[config.mk]
export PLATFORM = sky130hd
export DESIGN_NAME = input_spi
export DESIGN_NICKNAME = d
export VERILOG_FILES = /design/src/rtl/input_spi.sv
export SDC_FILE = /design/constraint.sdc
export NUM_CORES = 1
export LEC_CHECK = 0
export CORE_ASPECT_RATIO = 0.75
export CORE_MARGIN = 5
export CORE_UTILIZATION = 40
export DETAILED_ROUTE_END_ITERATION = 7
export SLEW_MARGIN = 10
export SYNTH_ARGS = -nofsm -noshare
export SYNTH_HDL_FRONTEND = slang
export SYNTH_SLANG_ARGS = --single-unit
export TNS_END_PERCENT = 50
[constraint.sdc]
create_clock -name clk -period 2.2 [get_ports clk]
set_input_delay 0.66 -clock clk [delete_from_list [all_inputs] [get_ports clk]]
set_output_delay 0.66 -clock clk [all_outputs]
set_load 0.02 [all_outputs]
[src/rtl/input_spi.sv]
// Serial byte receiver: 3-cycle symbols (marker 1, data bit, stop 0), LSB first, gated by active-low en.
// Optional HUNT idle timeout is enabled with the INPUT_SPI_TIMEOUT_EN macro.
module input_spi #(
    parameter int TIMEOUT = 15
) (
    input  logic       clk,
    input  logic       rst,
    input  logic       in,
    input  logic       en,
    output logic [7:0] out,
    output logic       valid,
    output logic       busy,
    output logic       frame_err
);

    typedef enum logic [1:0] {IDLE, HUNT, DATA, STOP} state_t;

    state_t      state, state_nxt;
    logic [3:0]  bit_cnt;
    logic [7:0]  shreg;
    logic        do_shift, do_bit, do_drop, do_err;
    logic        tmo;

    assign busy = (bit_cnt != 4'd0) || (state == DATA) || (state == STOP);

`ifdef INPUT_SPI_TIMEOUT_EN
    localparam int TW = $clog2(TIMEOUT + 1) + 1;
    logic [TW-1:0] tcnt;

    // tcnt holds the number of earlier consecutive idle cycles, so this fires on idle cycle TIMEOUT+1
    assign tmo = (state == HUNT) && !en && !in && (bit_cnt != 4'd0) && (tcnt == TW'(TIMEOUT));

    always_ff @(posedge clk) begin
        if (rst)
            tcnt <= '0;
        else if ((state == HUNT) && !en && !in && (bit_cnt != 4'd0) && !tmo)
            tcnt <= tcnt + 1'b1;
        else
            tcnt <= '0;
    end
`else
    logic unused_timeout;
    assign tmo            = 1'b0;
    assign unused_timeout = (TIMEOUT > 0);
`endif

    always_ff @(posedge clk) begin
        if (rst)
            state <= IDLE;
        else
            state <= state_nxt;
    end

    always_comb begin
        state_nxt = state;
        do_shift  = 1'b0;
        do_bit    = 1'b0;
        do_drop   = 1'b0;
        do_err    = 1'b0;
        case (state)
            IDLE: begin
                if (!en)
                    state_nxt = HUNT;
            end
            HUNT: begin
                if (en) begin
                    state_nxt = IDLE;
                    do_drop   = 1'b1;
                    do_err    = busy;
                end else if (in) begin
                    state_nxt = DATA;
                end else if (tmo) begin
                    do_drop = 1'b1;
                    do_err  = 1'b1;
                end
            end
            DATA: begin
                if (en) begin
                    state_nxt = IDLE;
                    do_drop   = 1'b1;
                    do_err    = 1'b1;
                end else begin
                    state_nxt = STOP;
                    do_shift  = 1'b1;
                end
            end
            STOP: begin
                if (en) begin
                    state_nxt = IDLE;
                    do_drop   = 1'b1;
                    do_err    = 1'b1;
                end else begin
                    state_nxt = HUNT;
                    if (in) begin
                        do_drop = 1'b1;
                        do_err  = 1'b1;
                    end else begin
                        do_bit = 1'b1;
                    end
                end
            end
            default: state_nxt = IDLE;
        endcase
    end

    // Datapath: shift register, bit counter and the held output byte
    always_ff @(posedge clk) begin
        if (rst) begin
            bit_cnt   <= 4'd0;
            shreg     <= 8'h00;
            out       <= 8'h00;
            valid     <= 1'b0;
            frame_err <= 1'b0;
        end else begin
            valid     <= 1'b0;
            frame_err <= do_err;
            if (do_drop) begin
                bit_cnt <= 4'd0;
                shreg   <= 8'h00;
            end else if (do_shift) begin
                shreg <= {in, shreg[7:1]};
            end else if (do_bit) begin
                if (bit_cnt == 4'd7) begin
                    out     <= shreg;
                    valid   <= 1'b1;
                    bit_cnt <= 4'd0;
                end else begin
                    bit_cnt <= bit_cnt + 4'd1;
                end
            end
        end
    end

endmodule

==> run summary <==
The count of unique library cells instantiated by Yosys came out at 29. The run gives 0.376 as the portion of total power attributed to the clock network. The worst hold path terminates at out[5]. The final route contains 902 vias. The top-area cell type share of the netlist area was 0.425. The cell internal power dissipation came out at 0.000622 W.

The design draws 0.000796 W. The maximum fanout along the worst path is 5, and the maximum cell stage delay along the critical path is 0.37 ns. STA classifies the critical path startpoint as a flip-flop. In this run the clock root is driven by a sky130_fd_sc_hd__clkbuf_8. Summed over all failing endpoints, the final setup total negative slack is 0 ns. Across the run, the number of max-cap violations was 0. In this run, CTS created clock tree buffers numbering 3. The tools report the met2 global-route usage as 0.190. Pin placement for this block handled 15 I/O pins.

The run finished with clean final reports. Clock-pin slew was measured on the worst setup and hold paths at 0.08 ns. Met1 routing resource usage after global routing: 0.190. The library cell used most frequently in the layout, excluding fill and tap cells, is sky130_fd_sc_hd__dfxtp_1. The filler cells instantiated in the layout total 240. The highest-delay cell along the critical path is sky130_fd_sc_hd__dfxtp_2.

The met3 routing resource usage after global routing is 0.0433, and the antenna diode count is 0. The longest clock path from root to sink contains 2 buffers. The switching part of the total power is 0.218. The first global-routing pass estimated 4320 um of wire. Yosys attributes the largest share of cell area to sky130_fd_sc_hd__dfxtp_1 43%, sky130_fd_sc_hd__mux2i_1 8.9%, sky130_fd_sc_hd__ha_1 7.8%. For the synthesized netlist net count, the log shows 132. Row generation in the floorplan step produced 16 rows.

The dominant cell type by area after synthesis was sky130_fd_sc_hd__dfxtp_1. The number of H-tree branching levels was 1. Based on the critical path, the design can be clocked at up to 0.477 GHz. Total wire length: 2340 um. The run gives 0.425 as the register area share after synthesis.

The count of final max-slew check failures was 0; the clock net sink count was 24. The worst register-to-register path ends at bit_cnt[3]. The tools report the count of synthesis-stage warnings from yosys as 0.

Clock skew on the completed layout was measured at 0.00327 ns. In this run the tool buffered the top-level ports with 14 buffer cells. In the final design database the tool counted 154 nets. For the via count of the first global-routing pass, the log shows 863. The number of antenna violations at the first check in global routing is 0, and the net switching power is 0.000174 W. TritonCTS built the clock tree. Once detail routing completed, the nets flagged for antenna violations numbered 0. After technology mapping, the gate count stands at 121. The average cell area after synthesis was 9.34 sq um. Data arrives at the worst endpoint at 1.44 ns.

The overall routing resource usage is 0.134, and the proportion of power drawn by flip-flops and latches is 0.554. For the maximum ir drop on the vdd rail, the log shows 0.295 mV. From left edge to right edge, the die measures 71.4 um. The logs give 1720 um for the total half-perimeter wirelength after legalization and detailed placement and 0.860 for the final weighted congestion of routability-driven global placement. Dividing the detail-routed wire length by the instance count gives 13.2 um. After detailed routing, the number of remaining DRC violations is 0.

For this design the ratio of total power to cell area is 559 mW/mm^2. After floorplanning, the core was sized to cover 0.00266 sq mm. Traced cell by cell, the critical path runs through inv_1 -> ha_1 -> nor2_1 -> nand3_1 -> clkdlybuf4s15_1.

The startpoint of the most critical hold path was shreg[5]. In this run, synthesis produced a sequential element count of 24. In this run the cell area of the synthesized design comes to 0.00113 sq mm. The number of cells traversed by the worst hold path is 2. Compared with the post-synthesis result, the final layout area differs by 26.0%. Worst hold-check path type: flip-flop to flip-flop. Entering global routing, the biggest net connects 25 pins. For this design, the CTS-stage hold fixing added 0 buffers. The later pin in the worst-skew pair is clocked with a latency of 0.27 ns.

The top cell types in the final layout, fill and taps aside, are 23 x sky130_fd_sc_hd__dfxtp_1, 13 x sky130_fd_sc_hd__clkdlybuf4s50_1, 11 x sky130_fd_sc_hd__nand3_1, 11 x sky130_fd_sc_hd__a21oi_1. The average via count per standard cell is 5.07, and the post-route fraction of the period consumed by the critical path is 0.953. The floorplan step defined a die boundary enclosing 0.00400 sq mm. The category of the worst setup path capture point was a primary output. After global routing, the most crowded layer is met1.

For the DRC marker count from the first detailed-route iteration, the log shows 45. Share of post-route cells with drive strength above 1: 0.134. Summed over all layers, the global routing overflow is 0.

Data required time of the worst path: 1.54 ns. The critical path start-end classification is flip-flop to primary output. In this run the critical register-to-register path is launched from state[0].

The part of the total power dissipated in combinational logic is 0.070. At the pin with the least slew margin, the transition time is 0.453 ns. For this design the static power due to leakage is 0.470 nW. For flop-to-flop paths, the worst setup slack is 0.21 ns. The logs give 0.424 for the initial core utilization and 0 for the final-report hold violation count.

The number of cells on the worst reg-to-reg path is 6. The chip height was 56.0 um; the time the final worst path needs with I/O delays and setup was 2.10 ns. The logs give 0.697 for the max-slew headroom at the worst pin and 4 for the number of detailed-routing iterations run before antenna repair.

The tools report the count of endpoints failing setup in the final report as 0. Setup repair after global routing left no endpoint under its margin.
-- worst max-delay path: cells and delay by family (launching register included) --
family,cells,cell delay [ns]
adders and majority gates,1,0.23
buffers and inverters,2,0.38
DFF,1,0.37
and+or+nand+nor,2,0.19
-- cells by family (layout without fill, tap and decap cells) --
logic type | count (synthesis) | after routing | synth area share
and+or+nand+nor | 36 | 36 | 0.192
DFF | 24 | 24 | 0.425
buffers and inverters | 12 | 33 | 0.0476
AOI/OAI and AO/OA | 31 | 31 | 0.159
adders and majority gates | 7 | 7 | 0.0775
muxes | 11 | 11 | 0.0986
-- routing by layer --
layer | wire (um) | share of wire
met5 | 0 | 0
met4 | 30 | 0.013
met2 | 1050 | 0.45
met3 | 67 | 0.029
met1 | 1190 | 0.51
-- power by group through the flow --
stage	clock (W)	sequential [W]	combinational (W)
3_5_place_dp	0	0.000451	0.0000559
2_1_floorplan	0	0.000450	0.0000354
6_report	0.000299	0.000441	0.0000560
4_1_cts	0.000308	0.000441	0.0000560
3_3_place_gp	0	0.000451	0.0000547
5_1_grt	0.000324	0.000442	0.0000614
-- flip-flops by register name, summed over array words and instances, names as in the netlist --
register	flops
out	8
bit_cnt	4
shreg	8
state	2
valid	1
frame_err	1
-- synth_stat cells --
cell,number
sky130_fd_sc_hd__buf_1,1
sky130_fd_sc_hd__a2111o_1,1
sky130_fd_sc_hd__ha_1,7
sky130_fd_sc_hd__mux2_2,1
sky130_fd_sc_hd__a21oi_1,11
sky130_fd_sc_hd__buf_6,1
sky130_fd_sc_hd__or4b_4,1
sky130_fd_sc_hd__and2_1,1
sky130_fd_sc_hd__nand3b_1,1
sky130_fd_sc_hd__nand2_1,3
sky130_fd_sc_hd__o21ai_1,10
sky130_fd_sc_hd__mux2i_1,10
sky130_fd_sc_hd__a21o_1,1
sky130_fd_sc_hd__dfxtp_1,24
sky130_fd_sc_hd__o21ai_0,4
sky130_fd_sc_hd__a311oi_1,1
sky130_fd_sc_hd__a211oi_1,2
sky130_fd_sc_hd__nor3b_1,1
sky130_fd_sc_hd__nor3_1,10
sky130_fd_sc_hd__nand3_1,11
sky130_fd_sc_hd__nor4b_4,1
sky130_fd_sc_hd__and3b_1,1
sky130_fd_sc_hd__a211oi_2,1
sky130_fd_sc_hd__buf_2,1
sky130_fd_sc_hd__nor2_1,2
sky130_fd_sc_hd__clkbuf_1,4
sky130_fd_sc_hd__inv_1,5
sky130_fd_sc_hd__nor2b_1,1
sky130_fd_sc_hd__or3_1,3
-- through the flow --
stage                     std cells   util  cell area [sq um]  hold slack (ns)  worst slack, ns
final                           178  0.535               1420            0.484            0.103
after floorplan                 121      -               1130            0.443            0.261
after detailed placement        174  0.514               1370            0.470           -0.119
after global routing            178  0.535               1420            0.516          0.00592
after global placement          174  0.514               1370            0.467          -0.0898
after CTS                       178  0.534               1420            0.483           0.0619
-- worst max-delay path by stage --
stage	from	end	slack, ns	depth (start not counted)
2_1_floorplan	en	bit_cnt[3]	0.26	4
3_3_place_gp	in	bit_cnt[3]	-0.09	4
6_report	state[0]	busy	0.10	5
3_5_place_dp	in	bit_cnt[3]	-0.12	4
4_1_cts	state[0]	busy	0.06	5
5_1_grt	state[0]	busy	0.006	5
-- what timing repair did --
item                                   in CTS  in global routing
setup endpoints to repair                   1                  1
gates resized for setup                     2                  1
endpoints found under the hold margin       0                  0
setup buffers                               0                  0
-- area by class of cell --
cell class	count	area, sq um	area share
clock buffers	4	55.1	0.0387
inverters	5	18.8	0.0132
multi-input cells	85	596	0.418
flip-flops and latches	24	482	0.338
well taps	36	45.0	0.0316
repair buffers	24	228	0.160
Note: power is estimated with default switching activity, not from simulation.
